===== src/rtl/x2050pkg.sv =====
// Shared constants for the 2050 interrupt scheduler: class codes, permanent
// storage locations of the old/new PSW pairs, and the swap FSM state type.
package x2050pkg;

   localparam logic [2:0] CLS_NONE = 3'd0;
   localparam logic [2:0] CLS_MCK  = 3'd1;
   localparam logic [2:0] CLS_PGM  = 3'd2;
   localparam logic [2:0] CLS_SVC  = 3'd3;
   localparam logic [2:0] CLS_EXT  = 3'd4;
   localparam logic [2:0] CLS_IO   = 3'd5;

   localparam logic [23:0] OLD_EXT = 24'd24;
   localparam logic [23:0] OLD_SVC = 24'd32;
   localparam logic [23:0] OLD_PGM = 24'd40;
   localparam logic [23:0] OLD_MCK = 24'd48;
   localparam logic [23:0] OLD_IO  = 24'd56;
   localparam logic [23:0] NEW_EXT = 24'd88;
   localparam logic [23:0] NEW_SVC = 24'd96;
   localparam logic [23:0] NEW_PGM = 24'd104;
   localparam logic [23:0] NEW_MCK = 24'd112;
   localparam logic [23:0] NEW_IO  = 24'd120;

   typedef enum logic [2:0] {
      S_IDLE = 3'd0,
      S_ST0  = 3'd1,
      S_ST1  = 3'd2,
      S_LD0  = 3'd3,
      S_LD1  = 3'd4,
      S_DONE = 3'd5
   } state_t;

   function automatic logic [23:0] old_addr(input logic [2:0] cls);
      case (cls)
         CLS_MCK: old_addr = OLD_MCK;
         CLS_PGM: old_addr = OLD_PGM;
         CLS_SVC: old_addr = OLD_SVC;
         CLS_EXT: old_addr = OLD_EXT;
         CLS_IO:  old_addr = OLD_IO;
         default: old_addr = 24'd0;
      endcase
   endfunction

   function automatic logic [23:0] new_addr(input logic [2:0] cls);
      case (cls)
         CLS_MCK: new_addr = NEW_MCK;
         CLS_PGM: new_addr = NEW_PGM;
         CLS_SVC: new_addr = NEW_SVC;
         CLS_EXT: new_addr = NEW_EXT;
         CLS_IO:  new_addr = NEW_IO;
         default: new_addr = 24'd0;
      endcase
   endfunction

endpackage


===== src/rtl/x2050intsched_pri.sv =====
// x2050intpri: combinational PSW-mask gating and fixed priority encoding
// (mck > pgm > svc > ext > io) of the pending interruption classes.
module x2050intpri
   import x2050pkg::*;
(
   input  logic       i_mck_pend,
   input  logic       i_pgm_pend,
   input  logic       i_svc_pend,
   input  logic       i_ext_req,
   input  logic       i_io_req,
   input  logic [7:0] i_psw_sys,
   input  logic       i_psw_mck,
   input  logic [2:0] i_io_chan,
   output logic [2:0] o_class,
   output logic       o_valid
);

   logic w_io_en;

   // i_psw_sys[7] is PSW bit 0; channels 6 and 7 share the bit-6 mask.
   always_comb begin
      w_io_en = (i_io_chan > 3'd5) ? i_psw_sys[1] : i_psw_sys[3'd7 - i_io_chan];
      o_class = CLS_NONE;
      o_valid = 1'b0;
      if (i_mck_pend && i_psw_mck) begin
         o_class = CLS_MCK;
         o_valid = 1'b1;
      end else if (i_pgm_pend) begin
         o_class = CLS_PGM;
         o_valid = 1'b1;
      end else if (i_svc_pend) begin
         o_class = CLS_SVC;
         o_valid = 1'b1;
      end else if (i_ext_req && i_psw_sys[0]) begin
         o_class = CLS_EXT;
         o_valid = 1'b1;
      end else if (i_io_req && w_io_en) begin
         o_class = CLS_IO;
         o_valid = 1'b1;
      end
   end

endmodule


===== src/rtl/x2050intsched.sv =====
// x2050intsched: latches interruption requests, grants at instruction boundaries
// and sequences the old-PSW store / new-PSW fetch. Option: X2050_INTSCHED_CHAIN_EN.
module x2050intsched
   import x2050pkg::*;
(
   input  logic        i_clk,
   input  logic        i_reset_n,
   input  logic        i_ibound,
   input  logic [63:0] i_psw_cur,
   input  logic [1:0]  i_ilc,
   input  logic        i_mck_req,
   input  logic        i_pgm_req,
   input  logic [7:0]  i_pgm_code,
   input  logic        i_svc_req,
   input  logic [7:0]  i_svc_code,
   input  logic        i_ext_req,
   input  logic [7:0]  i_ext_code,
   input  logic        i_io_req,
   input  logic [2:0]  i_io_chan,
   input  logic [15:0] i_io_addr,
   output logic        o_mem_req,
   output logic        o_mem_we,
   output logic [23:0] o_mem_addr,
   output logic [31:0] o_mem_wdata,
   input  logic        i_mem_ack,
   input  logic [31:0] i_mem_rdata,
   output logic        o_ext_ack,
   output logic        o_io_ack,
   output logic        o_psw_load,
   output logic [63:0] o_psw_new,
   output logic        o_busy,
   output logic [2:0]  o_int_class
);

   state_t      r_state;
   state_t      w_next;
   logic        r_mck_pend, r_pgm_pend, r_svc_pend;
   logic [7:0]  r_pgm_code, r_svc_code;
   logic [2:0]  r_class;
   logic [63:0] r_old_psw;
   logic [63:0] r_psw_new;
   logic        r_ext_ack, r_io_ack, r_psw_load;
   logic        w_eval, w_grant, w_pri_valid;
   logic [2:0]  w_pri_class;
   logic [63:0] w_eval_psw, w_old_psw;
   logic [15:0] w_code;
   logic [1:0]  w_ilc;
   logic        w_unused_psw;

`ifdef X2050_INTSCHED_CHAIN_EN
   assign w_eval     = ((r_state == S_IDLE) && i_ibound) || (r_state == S_DONE);
   assign w_eval_psw = (r_state == S_DONE) ? r_psw_new : i_psw_cur;
`else
   assign w_eval     = (r_state == S_IDLE) && i_ibound;
   assign w_eval_psw = i_psw_cur;
`endif
   assign w_grant      = w_eval && w_pri_valid;
   assign w_unused_psw = ^i_psw_cur[47:30];

   // svc waits behind a pending pgm purely through priority order.
   x2050intpri u_pri (
      .i_mck_pend (r_mck_pend),
      .i_pgm_pend (r_pgm_pend),
      .i_svc_pend (r_svc_pend),
      .i_ext_req  (i_ext_req),
      .i_io_req   (i_io_req),
      .i_psw_sys  (w_eval_psw[63:56]),
      .i_psw_mck  (w_eval_psw[50]),
      .i_io_chan  (i_io_chan),
      .o_class    (w_pri_class),
      .o_valid    (w_pri_valid)
   );

   // Old PSW: code in bits 16:31, ILC in bits 32:33 (PSW bit 0 = [63]).
   always_comb begin
      w_code = 16'h0000;
      w_ilc  = 2'b00;
      case (w_pri_class)
         CLS_PGM: begin
            w_code = {8'h00, r_pgm_code};
            w_ilc  = i_ilc;
         end
         CLS_SVC: begin
            w_code = {8'h00, r_svc_code};
            w_ilc  = i_ilc;
         end
         CLS_EXT: w_code = {8'h00, i_ext_code};
         CLS_IO:  w_code = i_io_addr;
         default: w_code = 16'h0000;
      endcase
`ifdef X2050_INTSCHED_CHAIN_EN
      if (r_state == S_DONE) w_ilc = r_psw_new[31:30];
`endif
      w_old_psw = {w_eval_psw[63:48], w_code, w_ilc, w_eval_psw[29:0]};
   end

   always_ff @(posedge i_clk or negedge i_reset_n) begin
      if (!i_reset_n) r_state <= S_IDLE;
      else            r_state <= w_next;
   end

   // Storage port is decoded from the state register, so it drops with reset.
   always_comb begin
      w_next      = r_state;
      o_mem_req   = 1'b0;
      o_mem_we    = 1'b0;
      o_mem_addr  = 24'd0;
      o_mem_wdata = 32'd0;
      case (r_state)
         S_IDLE: if (w_grant) w_next = S_ST0;
         S_ST0: begin
            o_mem_req   = 1'b1;
            o_mem_we    = 1'b1;
            o_mem_addr  = old_addr(r_class);
            o_mem_wdata = r_old_psw[63:32];
            if (i_mem_ack) w_next = S_ST1;
         end
         S_ST1: begin
            o_mem_req   = 1'b1;
            o_mem_we    = 1'b1;
            o_mem_addr  = old_addr(r_class) + 24'd4;
            o_mem_wdata = r_old_psw[31:0];
            if (i_mem_ack) w_next = S_LD0;
         end
         S_LD0: begin
            o_mem_req  = 1'b1;
            o_mem_addr = new_addr(r_class);
            if (i_mem_ack) w_next = S_LD1;
         end
         S_LD1: begin
            o_mem_req  = 1'b1;
            o_mem_addr = new_addr(r_class) + 24'd4;
            if (i_mem_ack) w_next = S_DONE;
         end
         S_DONE:  w_next = w_grant ? S_ST0 : S_IDLE;
         default: w_next = S_IDLE;
      endcase
   end

   always_ff @(posedge i_clk or negedge i_reset_n) begin
      if (!i_reset_n) begin
         r_mck_pend <= 1'b0;
         r_pgm_pend <= 1'b0;
         r_svc_pend <= 1'b0;
         r_pgm_code <= 8'h00;
         r_svc_code <= 8'h00;
         r_class    <= CLS_NONE;
         r_old_psw  <= 64'd0;
         r_psw_new  <= 64'd0;
         r_ext_ack  <= 1'b0;
         r_io_ack   <= 1'b0;
         r_psw_load <= 1'b0;
      end else begin
         r_ext_ack  <= w_grant && (w_pri_class == CLS_EXT);
         r_io_ack   <= w_grant && (w_pri_class == CLS_IO);
         r_psw_load <= (r_state == S_DONE);
         if (w_grant) begin
            r_class   <= w_pri_class;
            r_old_psw <= w_old_psw;
         end
         // A new pulse wins over the clear of the grant it coincides with.
         if (i_mck_req)                               r_mck_pend <= 1'b1;
         else if (w_grant && (w_pri_class == CLS_MCK)) r_mck_pend <= 1'b0;
         if (i_pgm_req) begin
            r_pgm_pend <= 1'b1;
            r_pgm_code <= i_pgm_code;
         end else if (w_grant && (w_pri_class == CLS_PGM)) begin
            r_pgm_pend <= 1'b0;
         end
         if (i_svc_req) begin
            r_svc_pend <= 1'b1;
            r_svc_code <= i_svc_code;
         end else if (w_grant && (w_pri_class == CLS_SVC)) begin
            r_svc_pend <= 1'b0;
         end
         if ((r_state == S_LD0) && i_mem_ack) r_psw_new[63:32] <= i_mem_rdata;
         if ((r_state == S_LD1) && i_mem_ack) r_psw_new[31:0]  <= i_mem_rdata;
      end
   end

   assign o_ext_ack   = r_ext_ack;
   assign o_io_ack    = r_io_ack;
   assign o_psw_load  = r_psw_load;
   assign o_psw_new   = r_psw_new;
   assign o_busy      = (r_state != S_IDLE);
   assign o_int_class = (r_state != S_IDLE) ? r_class : CLS_NONE;

endmodule


===== config.mk =====
export PLATFORM = sky130hd
export DESIGN_NAME = x2050intsched
export DESIGN_NICKNAME = d
export VERILOG_FILES = /design/src/rtl/x2050pkg.sv /design/src/rtl/x2050intsched_pri.sv /design/src/rtl/x2050intsched.sv
export SDC_FILE = /design/constraint.sdc
export NUM_CORES = 1
export LEC_CHECK = 0
export CAP_MARGIN = 20
export CORE_ASPECT_RATIO = 1.2
export CORE_UTILIZATION = 40
export CTS_CLUSTER_SIZE = 12
export DETAILED_ROUTE_END_ITERATION = 10
export PLACE_DENSITY = 0.75
export RECOVER_POWER = 25
export SYNTH_ARGS = -nofsm -noshare
export SYNTH_HDL_FRONTEND = slang
export SYNTH_SLANG_ARGS = --single-unit

===== constraint.sdc =====
create_clock -name i_clk -period 4.23 [get_ports i_clk]
set_clock_uncertainty 0.15 [all_clocks]
set_input_delay 0.846 -clock i_clk [delete_from_list [all_inputs] [get_ports i_clk]]
set_output_delay 0.846 -clock i_clk [all_outputs]
set_load 0.05 [all_outputs]

### Word level (Yosys, flattened, before mapping)

Index checks and enable logic that the tools add are counted.

| word-level totals | value |
|---|---|
| logic and storage cells | 96 |
| flip-flop bits (word level) | 156 |
| output and inout bits | 129 |

| operators by class | value |
|---|---|
| add/subtract/negate cells | 3 |
| equal/unequal tests | 20 |
| magnitude comparators | 2 |
| multiplexer cells | 37 |
| reductions and logical operators | 21 |

Operators with widths:

| kind | count |
|---|---|
| one-hot mux 24 bit (4 select lines) | 1 |
| one-hot mux 16 bit (4 select lines) | 1 |
| one-hot mux 32 bit (2 select lines) | 1 |
| adder 24 x 3 -> 24 bit, second input constant | 2 |
| 2-to-1 mux 24 bit | 2 |
| one-hot mux 7 bit (5 select lines) | 1 |
| 2-to-1 mux 3 bit | 11 |
| one-hot mux 6 bit (5 select lines) | 1 |
| == test 3 x 2 -> 1 bit, second input constant | 6 |
| == test 3 bit, second input constant | 6 |
| one-hot mux 3 bit (6 select lines) | 1 |
| 2-to-1 mux 1 bit | 16 |
| logical AND 1 bit | 12 |
| inequality test 2 bit, second input constant | 5 |
| == test 3 x 1 -> 1 bit, second input constant | 3 |
| nonzero test 2 bit | 3 |
| AND reduction 5 bit | 1 |
| less-than comparator 3 x 4 -> 1 bit, second input constant | 1 |
| OR reduction 2 bit | 2 |
| OR reduction 4 bit | 1 |
| binary-select mux 1 bit (select 3 bit) | 1 |
| > comparator 3 bit, second input constant | 1 |
| logical NOT 3 bit | 1 |
| nonzero test 3 bit | 1 |
| 2 further kinds | 2 |

### Logic depth before layout (Yosys ltp)

Gate-level depths: netlist of the first run.

| logic depth | value |
|---|---|
| depth after elaboration | 14 |
| mapped depth | 8 |

### By module

From an unflattened synthesis of the first run, not the netlist that was laid out.

| second synthesis, totals | value |
|---|---|
| cell total of the unflattened synthesis | 521 |
| area, all modules | 6975.4 sq um |

By module, submodules not included:

| module | cells an instance | sequential area each (sq um) | area each (sq um) | instances |
|---|---|---|---|---|
| x2050intsched | 495 | 3903.7 | 6811.5 | 1 |
| x2050intpri | 26 | 0.0 | 163.9 | 1 |

### Least setup slack after synthesis of the first run

OpenSTA, ideal clock, no wires.

| path | value |
|---|---|
| path kind | register -> output |
| from | register r_state[0] |
| to | output port o_mem_addr[4] |
| data required time | 3.234 ns |
| cell stages (with the launch flop) | 5 |
| arrival time | 2.675 ns |
| path buffers | 1 |
| slack | 0.559 ns |
| cell sequence | dfrtp_1 clkbuf_1 o21a_1 nor2_1 a21boi_0 |

| on the way | value |
|---|---|
| longest elaborated chain between the ends | 2 |
| elaborated cells between the ends (all ways) | 5 |

RTL lines:

| element | RTL line | text |
|---|---|---|
| start, declared | x2050intsched.sv:35 | `state_t r_state;` |
| start signal, assigned | x2050intsched.sv:99 | `else r_state <= w_next;` |
| == test 3 bit, or another cell as far along | x2050intsched.sv:109 | `case (r_state)` |
| one-hot mux 24 bit (4 select lines) * | x2050intsched.sv:109 |  |
| end, declared | x2050intsched.sv:23 | `output logic [23:0] o_mem_addr,` |

Every way passes the cells marked *; elsewhere a longest branch is shown, timed or not.

### Worst setup path in the final report of the first run

| path | value |
|---|---|
| from | register r_state[0] |
| to | output port o_mem_wdata[4] |

| on the way | value |
|---|---|
| longest elaborated chain between the ends | 2 |
| elaborated cells between the ends (all ways) | 3 |

RTL lines:

| element | RTL line | text |
|---|---|---|
| == test 3 x 2 -> 1 bit or == test 3 x 1 -> 1 bit (tied branches) | x2050intsched.sv:109 |  |
| one-hot mux 32 bit (2 select lines) * | x2050intsched.sv:109 |  |
| end, declared | x2050intsched.sv:24 | `output logic [31:0] o_mem_wdata,` |

Marks and branches as above.

==> results by group, run 1 <==
STA
  • Endpoints failing hold: 0
  • Final setup viols: 0
  • Peak Freq: 272 MHz
  • Unrepaired setup endpoints after global routing: false
  • Post-route setup TNS: 0 ps
  • Period utilization: 86.8%
  • Final hold slack: approximately 340 ps
  • Fin crit period: 3670 ps
  • Post-route setup slack: about 560 ps
  • Max Transition Viols Final: 98
  • Slew of the pin with the lowest slew margin: 2440 ps
  • Slew headroom: -62.8%

Status
  • Violated checks: capacitance limit, slew limit
  • Status: complete, but fails checks

Layout
  • Area growth syn-to-layout: 45.7%
  • Layout cells sized above 1: 26.6%
  • Fillcell total: 1362
  • Most frequent cells in the layout: clkdlybuf4s50_1 (239), dfrtp_1 (156), mux2_2 (130)
  • Nets: 879
  • Commonest non-fill, non-tap cell in the layout: clkdlybuf4s50_1

Global routing
  • Initial antenna violation count: 1
  • Tot GR Track Use: 20.7%
  • Vias in the first global route: around 5400
  • Largest net degree at the start of global routing: slightly below 100
  • Total global routing overflow: 0
  • First-pass GRT wire length: about 28000 um

Yosys
  • Synth Area per Inst: 13.9 um^2
  • Post-synth EDFFs: 0
  • Seq/Total Area, Yosys: 57.1%
  • Asr flop ratio synth: 100%
  • Primary FF master, synth: dfrtp_1
  • Netlist Area Pre-Place: 6830 um^2
  • Synth Warn #: 0
  • Synthesis-stage register bit count: roughly 160
  • Distinct cells, synth: 43
  • Post-Syn Instances: around 500

Die
  • Core ar.: 16800 um^2
  • # rows: 52
  • Die Height: between 100 and 150 um
  • IO Count: 279
  • Initial core utilization: 40.7%
  • DIE AREA: 17600 um^2
  • Chip width: 121 um

Drt
  • DR iter-0 viols: 178
  • Final antenna-violating net count: 0
  • Remaining DRCs: 0
  • Routed wire per std cell: roughly 18 um
  • Detailed Route WL: approximately 18000 um
  • DR pass1 iterations: 4
  • DR vias/cell: 5.13
  • Vias: 4916

CTS
  • Post-CTS Setup Repair Bufs: 0
  • CTS buffer count: 17
  • Clock-pin slew on the worst setup and hold paths: 60 ps
  • Post-CTS sizing: 0
  • H-Tree Depth: 4
  • Clock root buffer: clkbuf_16
  • Later-pin clock latency in the skew report: 410 ps
  • Clock Path Buffers: 2
  • Hold_buf cts: 0
  • CTS sink cnt: 156
  • CTS tree: built

Critical path
  • Arr. time, crit path: 2680 ps
  • CP Max Fanout: 33
  • Setup CP Type: flop to primary output
  • CP Capture Type: primary output
  • Critical path launch point type: flop
  • Critical Path RT: between 3000 and 4000 ps

Hold path
  • Hold WC Path Type: flop to flop

Place
  • Dpl ws: 713 ps
  • Port bufs: approximately 240
  • GP Congestion: 0.767
  • Dpl hpwl: ~13000 um

Pwr
  • Pleak: 4.20 nW
  • Max VDD drop: 0.630 mV
  • Power density relative to cell area: 878 nW/um^2

Job
  • Max Cap Viol: 1
[sequential cells by signal (all words and copies together), names as in the netlist, 3 cells and up]
name	count
o_psw_new	64
r_class	3
r_old_psw	64
r_pgm_code	8
r_state	3
r_svc_code	8
[kinds of logic after synthesis]
kind of cell / count (synthesis) / share of synthesized area [%]
DFF: 156 / 57.1
muxes: 138 / 23.2
AOI/OAI and AO/OA: 80 / 9.98
and+or+nand+nor: 60 / 4.78
buffers and inverters: 53 / 4.54
adders and majority gates: 1 / 0.183
other: 1 / 0.0549
xor gates and xnor gates: 1 / 0.128
[worst max-delay path: stages (launching register included)]
cell	delay, ps
dfrtp_1	540
inv_1	150
nor3_2	120
buf_4	390
a22o_1	230
clkdlybuf4s50_1	820
[final timing paths]
check / startpoint / endpoint / slack [ps] / cells after the start
max reg2reg: r_state[2] / r_old_psw[54] / 1650 / 5
min in group asynchronous: i_reset_n / r_old_psw[25] / 1040 / 1
min reg2reg: r_old_psw[31] / r_old_psw[31] / 340 / 1
max in group asynchronous: i_reset_n / o_psw_new[58] / 1490 / 1
max: r_state[0] / o_mem_wdata[4] / 560 / 5
min: r_old_psw[31] / r_old_psw[31] / 340 / 1
[Yosys cell counts (all sizes together), types with 6 or more instances]
cell type | number | share of area [%]
a21oi | 6 | 0.60
nand2 | 7 | 0.42
inv | 6 | 0.33
nor2 | 21 | 1.2
clkbuf | 17 | 0.93
buf | 30 | 3.3
a22oi | 9 | 0.99
a22o | 40 | 5.2
and2 | 6 | 0.55
mux2 | 138 | 23
dfrtp | 156 | 57
a221o | 8 | 1.2
[per-layer routing]
layer	wire length, um	track usage, %	share of wire, %	vias to the layer above
met4	543	9.63	3.1	0
met2	8790	35.0	50	215
li1	-	-	-	2216
met3	1300	6.60	7.4	36
met1	6890	23.5	39	2449
met5	0	0	0	-
[final cells by class]
type,instances,area [um^2],area share [%]
Inverter,6,22.5,0.226
Antenna cell,1,2.50,0.0251
Tap cell,216,270,2.72
Clock buffer,21,480,4.83
Sequential cell,156,3900,39.2
Timing Repair Buffer,248,2470,24.8
Clock inverter,11,109,1.09
Multi-Input combinational cell,299,2690,27.1
[where the power goes]
group	internal, W	switching [W]
clock network	0.000878	0.000611
logic	0.00184	0.00291
registers	0.00212	0.000384
[stage by stage]
stage	total power [W]	util, %	instance area, um^2	instances
after CTS	0.00882	59.3	9960	957
after global routing	0.00913	59.3	9950	958
after detailed placement	0.00729	55.8	9370	925
final	0.00874	59.3	9950	958
after global placement	0.00717	55.8	9370	925
after floorplan	0.00571	-	6900	508
No activity file was read; power rests on OpenSTA's default activity.
==> run 2, diff against run 1 <==
==> constraint.sdc (replaced) <==
create_clock -name i_clk -period 4.75 [get_ports i_clk]
set_clock_uncertainty 0.15 [all_clocks]
set_input_delay 0.95 -clock i_clk [delete_from_list [all_inputs] [get_ports i_clk]]
set_output_delay 0.95 -clock i_clk [all_outputs]
set_load 0.05 [all_outputs]
==> run 2 against run 1 <==
Effect of this change:
- the flow still finishes with violations (capacitance limit, slew limit)
- critical path depth unchanged
- core utilization decreased by 0.052 points
- total power decreased by 11%
- non-clock buffer count increased by 1
- combinational power decreased by 11%
- largest power group unchanged
- highest routed layer unchanged
==> results by group, run 2 (synthesized netlist as in run 1, its figures left out) <==
Layout
  • ANT cells: 0 (-1)
  • Nets: 880 (+0.11%)
  • Most frequent cells in the layout: clkdlybuf4s50_1 (239), dfrtp_1 (156), mux2_2 (130)
  • Layout cells sized above 1: 26.7% (+0.099 points)
  • Non-Filler Instances: 958 (unchanged)
  • Area growth syn-to-layout: 45.6% (about the same)
  • Multi-input logic area: 2690 um^2 (unchanged)
  • Commonest non-fill, non-tap cell in the layout: clkdlybuf4s50_1
  • Storage cell area: 3900 um^2 (unchanged)
  • Fillcell total: 1345 (-1.2%)
  • Final core occ: 59.2% (about the same)

Global routing
  • Tot GR Track Use: 20.7% (about the same)
  • Vias in the first global route: 5278 (-2.5%)
  • Initial antenna violation count: 0 (-1)
  • Largest net degree at the start of global routing: 89 (-10%)
  • First-pass GRT wire length: 27900 um (-0.57%)
  • Total global routing overflow: 0 (unchanged)

STA
  • Slew headroom: -45.3% (+17 points)
  • Endpoints failing hold: 0 (unchanged)
  • Post-route setup TNS: 0 ps (unchanged)
  • Final hold slack: 336 ps (-6.66 ps)
  • Period utilization: 79.5%
  • Unrepaired setup endpoints after global routing: false
  • Max Transition Viols Final: 89 (-9.2%)
  • Fin crit period: roughly 3800 ps
  • Slew of the pin with the lowest slew margin: 2180 ps (-262 ps)
  • Final setup viols: 0 (unchanged)
  • Peak Freq: about 260 MHz

Critical path
  • CP max stage cell: clkdlybuf4s50_1
  • Setup CP Type: flop to primary output
  • Kind of cell adding the most delay to the critical path: buffers and inverters
  • Buffers & Inverters on Critical Path: 3 (unchanged)
  • Critical Path RT: 3650 ps (+420 ps)
  • Arr. time, crit path: 2680 ps (about the same)
  • CP Max Fanout: 33 (unchanged)
  • Crit path cell chain: inv_1 > nor3_2 > buf_4 > a22o_1 > clkdlybuf4s50_1
  • Critical path launch point type: flop
  • Delay of the slowest cell on the worst path: 810 ps (about the same)
  • CP Capture Type: primary output

Die
  • Core ar.: 16800 um^2 (unchanged)
  • Chip width: 121 um (unchanged)
  • Initial core utilization: 40.7% (unchanged)
  • DIE AREA: 17600 um^2 (unchanged)
  • Die Height: 145 um (unchanged)
  • # rows: 52 (unchanged)
  • IO Count: 279 (unchanged)

CTS
  • Clock Path Buffers: 2 (unchanged)
  • H-Tree Depth: 4 (unchanged)
  • CTS sink cnt: 156 (unchanged)
  • Hold_buf cts: 0 (unchanged)
  • Later-pin clock latency in the skew report: 420 ps (about the same)
  • Post-CTS sizing: 0 (unchanged)
  • Clock-pin slew on the worst setup and hold paths: 60 ps (about the same)
  • Clock root buffer: clkbuf_16
  • CTS tree: built
  • Post-CTS Setup Repair Bufs: 0 (unchanged)
  • CTS buffer count: 17 (unchanged)

Drt
  • Remaining DRCs: 0 (unchanged)
  • Vias: 4896 (-0.41%)
  • Routed wire per std cell: 18.3 um (about the same)
  • DR vias/cell: 5.11 (-0.41%)
  • Final antenna-violating net count: 0 (unchanged)
  • DR pass1 iterations: 4 (unchanged)
  • DR iter-0 viols: 159 (-11%)
  • Detailed Route WL: 17500 um (about the same)

Place
  • Dpl hpwl: 12700 um (+0.66%)
  • GP Congestion: 0.777 (+1.3%)
  • Cells after DPL: 926 (+0.11%)
  • Port bufs: 241 (unchanged)

Pwr
  • Pleak: 4.21 nW (+0.20%)
  • Power density relative to cell area: 783 nW/um^2 (-11%)
  • PnR Total Power: 0.00778 W (-11%)
  • Max VDD drop: 0.532 mV (-16%)

Status
  • Status: complete, but fails checks
  • Violated checks: capacitance limit, slew limit

Job
  • Max Cap Viol: 1 (unchanged)

Hold path
  • Hold WC Path Type: flop to flop
-- run 2: cell count changes in the layout (fill, tap and decap cells not counted), sizes merged --
| cell | change |
|---|---|
| clkinvlp | -3 |
| inv | +7 |
| diode | -1 |
| clkbuf | -3 |
-- run 2: worst paths after layout --
path                                     from             end  slack, ps  cells past startpoint
worst min register to register  r_old_psw[31]   r_old_psw[31]        340                      1
worst min-delay path            r_old_psw[31]   r_old_psw[31]        340                      1
worst max-delay path               r_state[0]  o_mem_wdata[3]        970                      5
max in group asynchronous           i_reset_n   o_psw_new[63]       1650                      2
min in group asynchronous           i_reset_n   r_old_psw[60]       1030                      1
worst max register to register     r_pgm_pend   r_old_psw[61]       2250                      5
-- run 2: through the flow --
step / setup slack, ps / area (um^2)
floorplan: 975 / 6900
global placement: 1210 / 9380
detailed placement: 1160 / 9380
CTS: 940 / 9950
global route: 824 / 9940
finish: 972 / 9940
-- run 2: cell type report --
class	count	area share (%)
Sequential cell	156	39.3
Clock inverter	15	1.53
Tap cell	216	2.72
Clock buffer	17	4.28
Inverter	6	0.226
Multi-Input combinational cell	299	27.1
Timing Repair Buffer	249	24.9
-- run 2: power breakdown --
group,internal [W],switching [W]
Sequential,0.00189,0.000337
Clock,0.000741,0.000587
Combinational,0.00164,0.00259
-- run 2: per-layer routing --
metal  vias to the layer above  track usage (%)  routed length (um)
li1                       2230                -                   -
met4                         0             7.72                 414
met2                       197             35.2                8890
met1                      2441             24.1                6940
met5                         -                0                   0
met3                        28             6.60                1300
